$ cat config.mk
export PLATFORM = sky130hd
export DESIGN_NAME = mem_port_arbiter
export DESIGN_NICKNAME = d
export VERILOG_FILES = /design/src/rtl/mem_port_arbiter_pkg.sv /design/src/rtl/mem_port_arbiter_addr_check.sv /design/src/rtl/mem_port_arbiter.sv
export SDC_FILE = /design/constraint.sdc
export NUM_CORES = 1
export LEC_CHECK = 0
export ABC_AREA = 1
export CORE_MARGIN = 3
export CORE_UTILIZATION = 30
export CTS_BUF_LIST = sky130_fd_sc_hd__clkbuf_8 sky130_fd_sc_hd__clkbuf_16
export CTS_CLUSTER_DIAMETER = 40
export DETAILED_ROUTE_END_ITERATION = 8
export PLACE_DENSITY = 0.69
export SYNTH_ARGS = -nofsm -noshare
export SYNTH_HDL_FRONTEND = slang
export SYNTH_SLANG_ARGS = --single-unit
$ cat constraint.sdc
create_clock -name clk -period 3 [get_ports clk]
set_input_delay 0.45 -clock clk [delete_from_list [all_inputs] [get_ports clk]]
set_output_delay 0.45 -clock clk [all_outputs]
set_load 0.01 [all_outputs]
$ cat src/rtl/mem_port_arbiter_pkg.sv
// Shared types and defaults for the two-port memory arbiter.
package mem_port_arbiter_pkg;

  localparam int unsigned AW_DEF = 12;
  localparam int unsigned DW     = 32;
  localparam int unsigned BEW    = 4;

  localparam logic [31:0] IM_BASE_DEF = 32'h0000_3000;
  localparam logic [31:0] DM_BASE_DEF = 32'h0000_0000;

  typedef enum logic [1:0] {
    IDLE   = 2'd0,
    ACCESS = 2'd1,
    RESP   = 2'd2
  } state_t;

  // Access fields captured when a request wins arbitration.
  typedef struct packed {
    logic           port;
    logic           we;
    logic           err;
    logic [DW-1:0]  wdata;
    logic [BEW-1:0] be;
  } access_t;

endpackage

$ cat src/rtl/mem_port_arbiter_addr_check.sv
// Byte address to word index conversion with alignment and range check.
module mem_port_arbiter_addr_check
  import mem_port_arbiter_pkg::*;
#(
  parameter int unsigned AW = AW_DEF
) (
  input  logic [31:0]   i_addr,
  input  logic [31:0]   i_base,
  output logic [AW-1:0] o_idx,
  output logic          o_err
);

  // Word offset from the region base, wrapping modulo 2^32.
  logic [31:2] w_off;

  assign w_off = 30'((i_addr - i_base) >> 2);
  assign o_idx = w_off[AW+1:2];
  assign o_err = (i_addr[1:0] != 2'b00) || (w_off[31:AW+2] != '0);

endmodule

$ cat src/rtl/mem_port_arbiter.sv
// Round-robin arbiter sharing one synchronous word memory between fetch and data ports.
module mem_port_arbiter
  import mem_port_arbiter_pkg::*;
#(
  parameter logic [31:0] IM_BASE = IM_BASE_DEF,
  parameter logic [31:0] DM_BASE = DM_BASE_DEF,
  parameter int unsigned AW      = AW_DEF
) (
  input  logic          clk,
  input  logic          reset,
  input  logic          p0_req,
  input  logic [31:0]   p0_addr,
  output logic          p0_gnt,
  output logic          p0_rvalid,
  output logic [31:0]   p0_rdata,
  output logic          p0_err,
  input  logic          p1_req,
  input  logic          p1_we,
  input  logic [31:0]   p1_addr,
  input  logic [31:0]   p1_wdata,
  input  logic [3:0]    p1_be,
  output logic          p1_gnt,
  output logic          p1_rvalid,
  output logic [31:0]   p1_rdata,
  output logic          p1_err,
  output logic          mem_en,
  output logic          mem_we,
  output logic [AW-1:0] mem_addr,
  output logic [31:0]   mem_wdata,
  output logic [3:0]    mem_be,
  input  logic [31:0]   mem_rdata
);

  state_t        r_state, w_state_nxt;
  access_t       r_acc, w_acc_nxt;
  logic [AW-1:0] r_addr, w_addr_nxt;
  logic          r_last, w_last_nxt;

  logic [AW-1:0] w_idx0, w_idx1;
  logic          w_err0, w_err1;
  logic          w_win1;
  logic          w_access, w_resp, w_rd_ok;

  mem_port_arbiter_addr_check #(.AW(AW)) u_chk0 (
    .i_addr (p0_addr),
    .i_base (IM_BASE),
    .o_idx  (w_idx0),
    .o_err  (w_err0)
  );

  mem_port_arbiter_addr_check #(.AW(AW)) u_chk1 (
    .i_addr (p1_addr),
    .i_base (DM_BASE),
    .o_idx  (w_idx1),
    .o_err  (w_err1)
  );

  // Port 1 wins when alone, or under contention when port 0 went last.
  assign w_win1 = p1_req && (!p0_req || !r_last);

  always_ff @(posedge clk or negedge reset) begin
    if (!reset) begin
      r_state <= IDLE;
      r_acc   <= '0;
      r_addr  <= '0;
      r_last  <= 1'b1;
    end else begin
      r_state <= w_state_nxt;
      r_acc   <= w_acc_nxt;
      r_addr  <= w_addr_nxt;
      r_last  <= w_last_nxt;
    end
  end

  always_comb begin
    w_state_nxt = r_state;
    w_acc_nxt   = r_acc;
    w_addr_nxt  = r_addr;
    w_last_nxt  = r_last;
    case (r_state)
      IDLE: begin
        if (p0_req || p1_req) begin
          w_acc_nxt.port  = w_win1;
          w_acc_nxt.we    = w_win1 && p1_we;
          w_acc_nxt.err   = w_win1 ? w_err1 : w_err0;
          w_acc_nxt.wdata = w_win1 ? p1_wdata : 32'h0;
          w_acc_nxt.be    = w_win1 ? p1_be : 4'h0;
          w_addr_nxt      = w_win1 ? w_idx1 : w_idx0;
          w_last_nxt      = w_win1;
          w_state_nxt     = ACCESS;
        end
      end
      ACCESS:  w_state_nxt = RESP;
      RESP:    w_state_nxt = IDLE;
      default: w_state_nxt = IDLE;
    endcase
  end

  assign w_access = (r_state == ACCESS);
  assign w_resp   = (r_state == RESP);
  assign w_rd_ok  = w_resp && !r_acc.we && !r_acc.err;

  assign p0_gnt    = w_access && !r_acc.port;
  assign p1_gnt    = w_access && r_acc.port;
  assign mem_en    = w_access && !r_acc.err;
  assign mem_we    = w_access && r_acc.we && !r_acc.err;
  assign mem_addr  = w_access ? r_addr : '0;
  assign mem_wdata = w_access ? r_acc.wdata : 32'h0;
  assign mem_be    = (w_access && r_acc.we) ? r_acc.be : 4'h0;

  assign p0_rvalid = w_resp && !r_acc.port;
  assign p1_rvalid = w_resp && r_acc.port;
  assign p0_err    = w_resp && !r_acc.port && r_acc.err;
  assign p1_err    = w_resp && r_acc.port && r_acc.err;
  // Read data is the only combinational path from the memory.
  assign p0_rdata  = (w_rd_ok && !r_acc.port) ? mem_rdata : 32'h0;
  assign p1_rdata  = (w_rd_ok && r_acc.port) ? mem_rdata : 32'h0;

endmodule

Word level (Yosys, flattened, before mapping)
Cells that the tools add are included.
{ "word_totals": {"reg_bits": 54, "input_bits": 137, "out_inout_bits": 120, "wordCells": 53} }
{ "op_classes": {"add_sub_neg": 1, "n_eq_ne": 3, "mux": 11, "n_reduce_logical": 30} }
{ "ops": {"columns": ["operator", "count"], "rows": [
  ["$mux 32", 4],
  ["$reduce_bool 18->1", 2],
  ["$sub 32x14->32 const B", 1],
  ["$mux 12", 2],
  ["$logic_and 1x1->1", 15],
  ["$mux 4", 2],
  ["$logic_not 1->1", 5],
  ["$logic_or 1x1->1", 4],
  ["$pmux 2 s2", 1],
  ["$reduce_bool 2->1", 2],
  ["$eq 2x1->1 const B", 1],
  ["$eq 2x2->1 const B", 1],
  ["$logic_not 2->1", 1],
  ["$mux 2", 1],
  ["$ne 2x2->1 const B", 1],
  ["$reduce_and 2->1", 1],
  ["$mux 1", 1]
]} }

Longest topological paths before layout
{ "depth": {"depth_word": 5, "ltp_mapped": 13, "mapped_depth_nobuf": 13} }

Cells and area by module
A second synthesis with hierarchy kept.
{ "unflattened": {"hier_cells": 1608, "area_unflattened_um2": 8534.4} }
{ "by_module_without_submodules": {"columns": ["mod", "n_inst", "cells_each", "area_each_um2", "seq_area_each_um2"], "rows": [
  ["mem_port_arbiter", 1, 513, 3235.6, 1352.5],
  ["mem_port_arbiter_addr_check at u_chk0", 1, 554, 2672.6, 0.0],
  ["mem_port_arbiter_addr_check at u_chk1", 1, 541, 2626.3, 0.0]
]} }

Worst setup path after synthesis
OpenSTA, ideal clock, no wires.
{ "synth_path": {"path_type": "register -> output", "start": "register r_state[0]", "end": "output p0_rdata[10]", "t_arrival_ns": 1.199, "required_time_ns": 2.550, "setup_slack_ns": 1.351, "path_stages_with_launch": 7, "path_cell_list": "dfrtp_1 > nor2_1 > inv_2 > nor2_2 > nand3_1 > buf_2 > nor2_1"} }
{ "synth_via": {"elab_chain_len": 5} }
{ "synth_lines": {"columns": ["item", "line_no", "rtl"], "rows": [
  ["start: declaration", "mem_port_arbiter.sv:34", "state_t r_state, w_state_nxt;"],
  ["start signal: assignment", "mem_port_arbiter.sv:68", "r_state <= w_state_nxt;"],
  ["$eq 2x2->1", "mem_port_arbiter.sv:100", "assign w_resp = (r_state == RESP);"],
  ["$logic_and 1x1->1 (2 in a row)", "mem_port_arbiter.sv:101", "assign w_rd_ok = w_resp && !r_acc.we && !r_acc.err;"],
  ["$logic_and 1x1->1", "mem_port_arbiter.sv:116", "assign p0_rdata = (w_rd_ok && !r_acc.port) ? mem_rdata : 32'h0;"],
  ["$mux 32", "mem_port_arbiter.sv:116", null],
  ["end: declaration", "mem_port_arbiter.sv:15", "output logic [31:0] p0_rdata,"]
]} }
No other way between the ends.

Final worst setup path
{ "layout_path": {"start": "register r_state[0]", "end": "output mem_wdata[23]"} }
{ "layout_via": {"elab_chain_len": 2} }
{ "layout_lines": {"columns": ["item", "line_no", "rtl"], "rows": [
  ["$eq 2x1->1", "mem_port_arbiter.sv:99", "assign w_access = (r_state == ACCESS);"],
  ["$mux 32", "mem_port_arbiter.sv:108", "assign mem_wdata = w_access ? r_acc.wdata : 32'h0;"],
  ["end: declaration", "mem_port_arbiter.sv:29", "output logic [31:0] mem_wdata,"]
]} }
No other way between the ends.

==> metrics.yaml <==
outcome: "completed"
coreArea_sq_um: 10600
portBuffers: 256
netlist_instances: 518
layout_setup_ws_ps: 371
cts_tree: "done"
gp_congestion: 0.894
cp-startpoint: "r_state[0]"
final_layout_size_suffix_gt1_share_pct: 4.08
initial_core_util_pct: 31.6
p_per_area_nw_per_um2: 605
die_area_sq_um: 12500
syn2layout_area_growth_pct: 81.6
cp-end-kind: "output port"
muxShareOfSynthArea_pct: 0
path_max_fanout: 32
drt_pass1_iterations: 4
syn-num-nets: 656
routedWlPerCell_um: 14.1
postCtsHoldBufs: 0
grt_usage_pct: 19.7
synth_compound_area_share_pct: 10.6
yosysSeqAreaShare_pct: 40.4
grt_overflow: 0
yosys.area_share.xor_xnor_pct: 0.261
critPathCapture: "mem_wdata[23]"
cts.clk_slew.worst_paths_ps: 100
p_leak_nw: 2.69
startpoint_type: "flip-flop"
ant_nets: 0
ir_drop_uv: 352
antennaDiodeCount: 0
critPathArrivalTime_ps: 2180
synth_top_family_by_area: "simple AND/OR/NAND/NOR gates"
grt_antenna_before_repair: 0
via_per_inst: 4.60
r2r-end: "r_acc[33]"
required_ps: 2550
synthAdderAreaFrac_pct: 0.373
synth_cell_type_count: 27
synth-simple-area-share_pct: 32.9
max_freq_ghz: 0.380
io_pins: 257
critPathKind: "reg -> out"
yosysWarnings: 0
relSlewSlack_pct: 26.2
rows: 37
r2r_setup_slack_ps: 1280
cts_made_buffers: 5
timing.final.crit_period_ps: 2630
finalSetupTns_ps: 0
drt_iter0_drc: 265
dp_slack_ps: 659
drt-total-wl_um: 12600
rr_worst_depth: 5
grt_first_pass_wirelength_um: 20600
setup_viol_count_final: 0
maxSlewViolCount: 0
worstReg2RegStart: "r_state[1]"
postCtsSetupRepairBufs: 0
worst_pin_slew_ps: 1110
grt_pass1_vias: 4153
die_x_um: 112
rsz0062_at_grt: "no"
finalHoldViolations: 0
num-fill-cells: 1021
hp-class: "in -> async"
dieHeight_um: 112
cts_root_buffer: "clkbuf_8"
cts_sinks: 54
grt_max_degree: 55
period_share_pct: 87.6
hpwl_um: 10000
worstSkewPairLatency_ps: 300
skew_ps: 2.54
clk_path_buf_depth: 2
yosys_register_bits: 54
num_vias: 4116
cts-resized-gates: 0
synth.avg_cell_area_sq_um: 6.47
max_cap_violations: 0
nets: 897
synth_area_sq_um: 3350
cts_max_level: 2
post-route-drc-count: 0
-- cell families (layout without fill, tap and decap cells) --
family | count (synthesis) | in the layout
DFF | 54 | 54
buffers and inverters | 131 | 372
xor gates and xnor gates | 1 | 1
adders and majority gates | 1 | 1
AOI/OAI and AO/OA | 67 | 67
and+or+nand+nor | 264 | 264
-- routing by layer --
| metal | global-route usage, % | share of wire, % | vias up |
|---|---|---|---|
| li1 | - | - | 2048 |
| met1 | 23.8 | 40 | 1873 |
| met3 | 4.24 | 7.4 | 12 |
| met5 | 0 | 0 | - |
| met2 | 36.1 | 51 | 183 |
| met4 | 3.97 | 1.5 | 0 |
-- worst min path at each step --
| stage | startpoint | end | slack, ps | cells after the start |
|---|---|---|---|---|
| 2_1_floorplan | reset | r_acc[0] | 150 | 0 |
| 3_3_place_gp | r_last | r_last | 460 | 2 |
| 3_5_place_dp | r_last | r_last | 460 | 2 |
| 4_1_cts | reset | r_acc[35] | 400 | 1 |
| 5_1_grt | reset | r_acc[22] | 450 | 1 |
| 6_report | reset | r_acc[18] | 350 | 1 |
-- cell usage in the layout, fill, tap and decap left out, drive strengths merged --
master	n
nand2	39
and2	2
clkinv	1
dfstp	1
ha	1
clkbuf	5
dfrtp	53
buf	7
nor4	1
nor3	4
nor2	166
nand3b	1
or2	2
a21oi	3
inv	104
nand4	3
o22ai	11
o21ai	52
xor2	1
clkdlybuf4s50	255
o21bai	1
nand3	46
-- worst max-delay path, cell delays in order (launching register included) --
cell             delay, ps
dfrtp_1                400
inv_1                   50
nor2_1                 160
inv_1                  300
buf_12                 270
nor2_1                 120
clkdlybuf4s50_1        560
-- stage by stage --
stage | cells | cell area [sq um] | util [%] | power (mW) | hold slack, ps
CTS | 895 | 6090 | 57.4 | 3.74 | 397
finish | 895 | 6090 | 57.4 | 3.69 | 352
detailed placement | 888 | 6010 | 56.7 | 3.32 | 462
global placement | 888 | 6010 | 56.7 | 3.28 | 463
global route | 895 | 6090 | 57.4 | 4.01 | 451
floorplan | 518 | 3350 | - | 2.30 | 154
-- state kept, by name (all words and copies together) (netlist names) --
name and count:
r_addr 12, r_acc 39, r_last 1, r_state 2
-- final cells by class --
| cell class | count | area, sq um | share of cell area [%] |
|---|---|---|---|
| Multi-Input combinational cell | 333 | 1480 | 24.3 |
| Clock inverter | 2 | 13.8 | 0.226 |
| Clock buffer | 5 | 68.8 | 1.13 |
| Sequential cell | 54 | 1350 | 22.2 |
| Timing Repair Buffer | 262 | 2620 | 43.0 |
| Inverter | 103 | 387 | 6.35 |
| Tap cell | 136 | 170 | 2.79 |
-- synthesized netlist by cell type --
| cell | n | area [sq um] |
|---|---|---|
| o22ai_1 | 11 | 68.8 |
| inv_2 | 2 | 7.51 |
| nor2_1 | 158 | 593 |
| and2_4 | 1 | 8.76 |
| or2_2 | 2 | 12.5 |
| buf_6 | 1 | 11.3 |
| nor2_2 | 8 | 50.1 |
| nand2_2 | 1 | 6.26 |
| nand4_1 | 3 | 18.8 |
| and2_1 | 1 | 6.26 |
| nor3_1 | 4 | 20.0 |
| xor2_1 | 1 | 8.76 |
| nor4_1 | 1 | 6.26 |
| dfstp_2 | 1 | 26.3 |
| nand3b_1 | 1 | 7.51 |
| o21bai_1 | 1 | 7.51 |
| o21ai_2 | 1 | 8.76 |
| ha_1 | 1 | 12.5 |
| a21oi_1 | 3 | 15.0 |
| inv_1 | 101 | 379 |
| dfrtp_1 | 53 | 1330 |
| nand3_1 | 46 | 230 |
| buf_2 | 17 | 85.1 |
| clkbuf_1 | 10 | 37.5 |
| nand2_1 | 38 | 143 |
| o21ai_0 | 47 | 235 |
| o21ai_1 | 4 | 20.0 |
-- power by group --
part	switching [mW]	internal [mW]	total [mW]
sequential	0.118	1.07	1.19
combinational	1.16	0.928	2.09
clock	0.241	0.162	0.404
total	1.52	2.16	3.69
(Power assumes the default switching activity.)
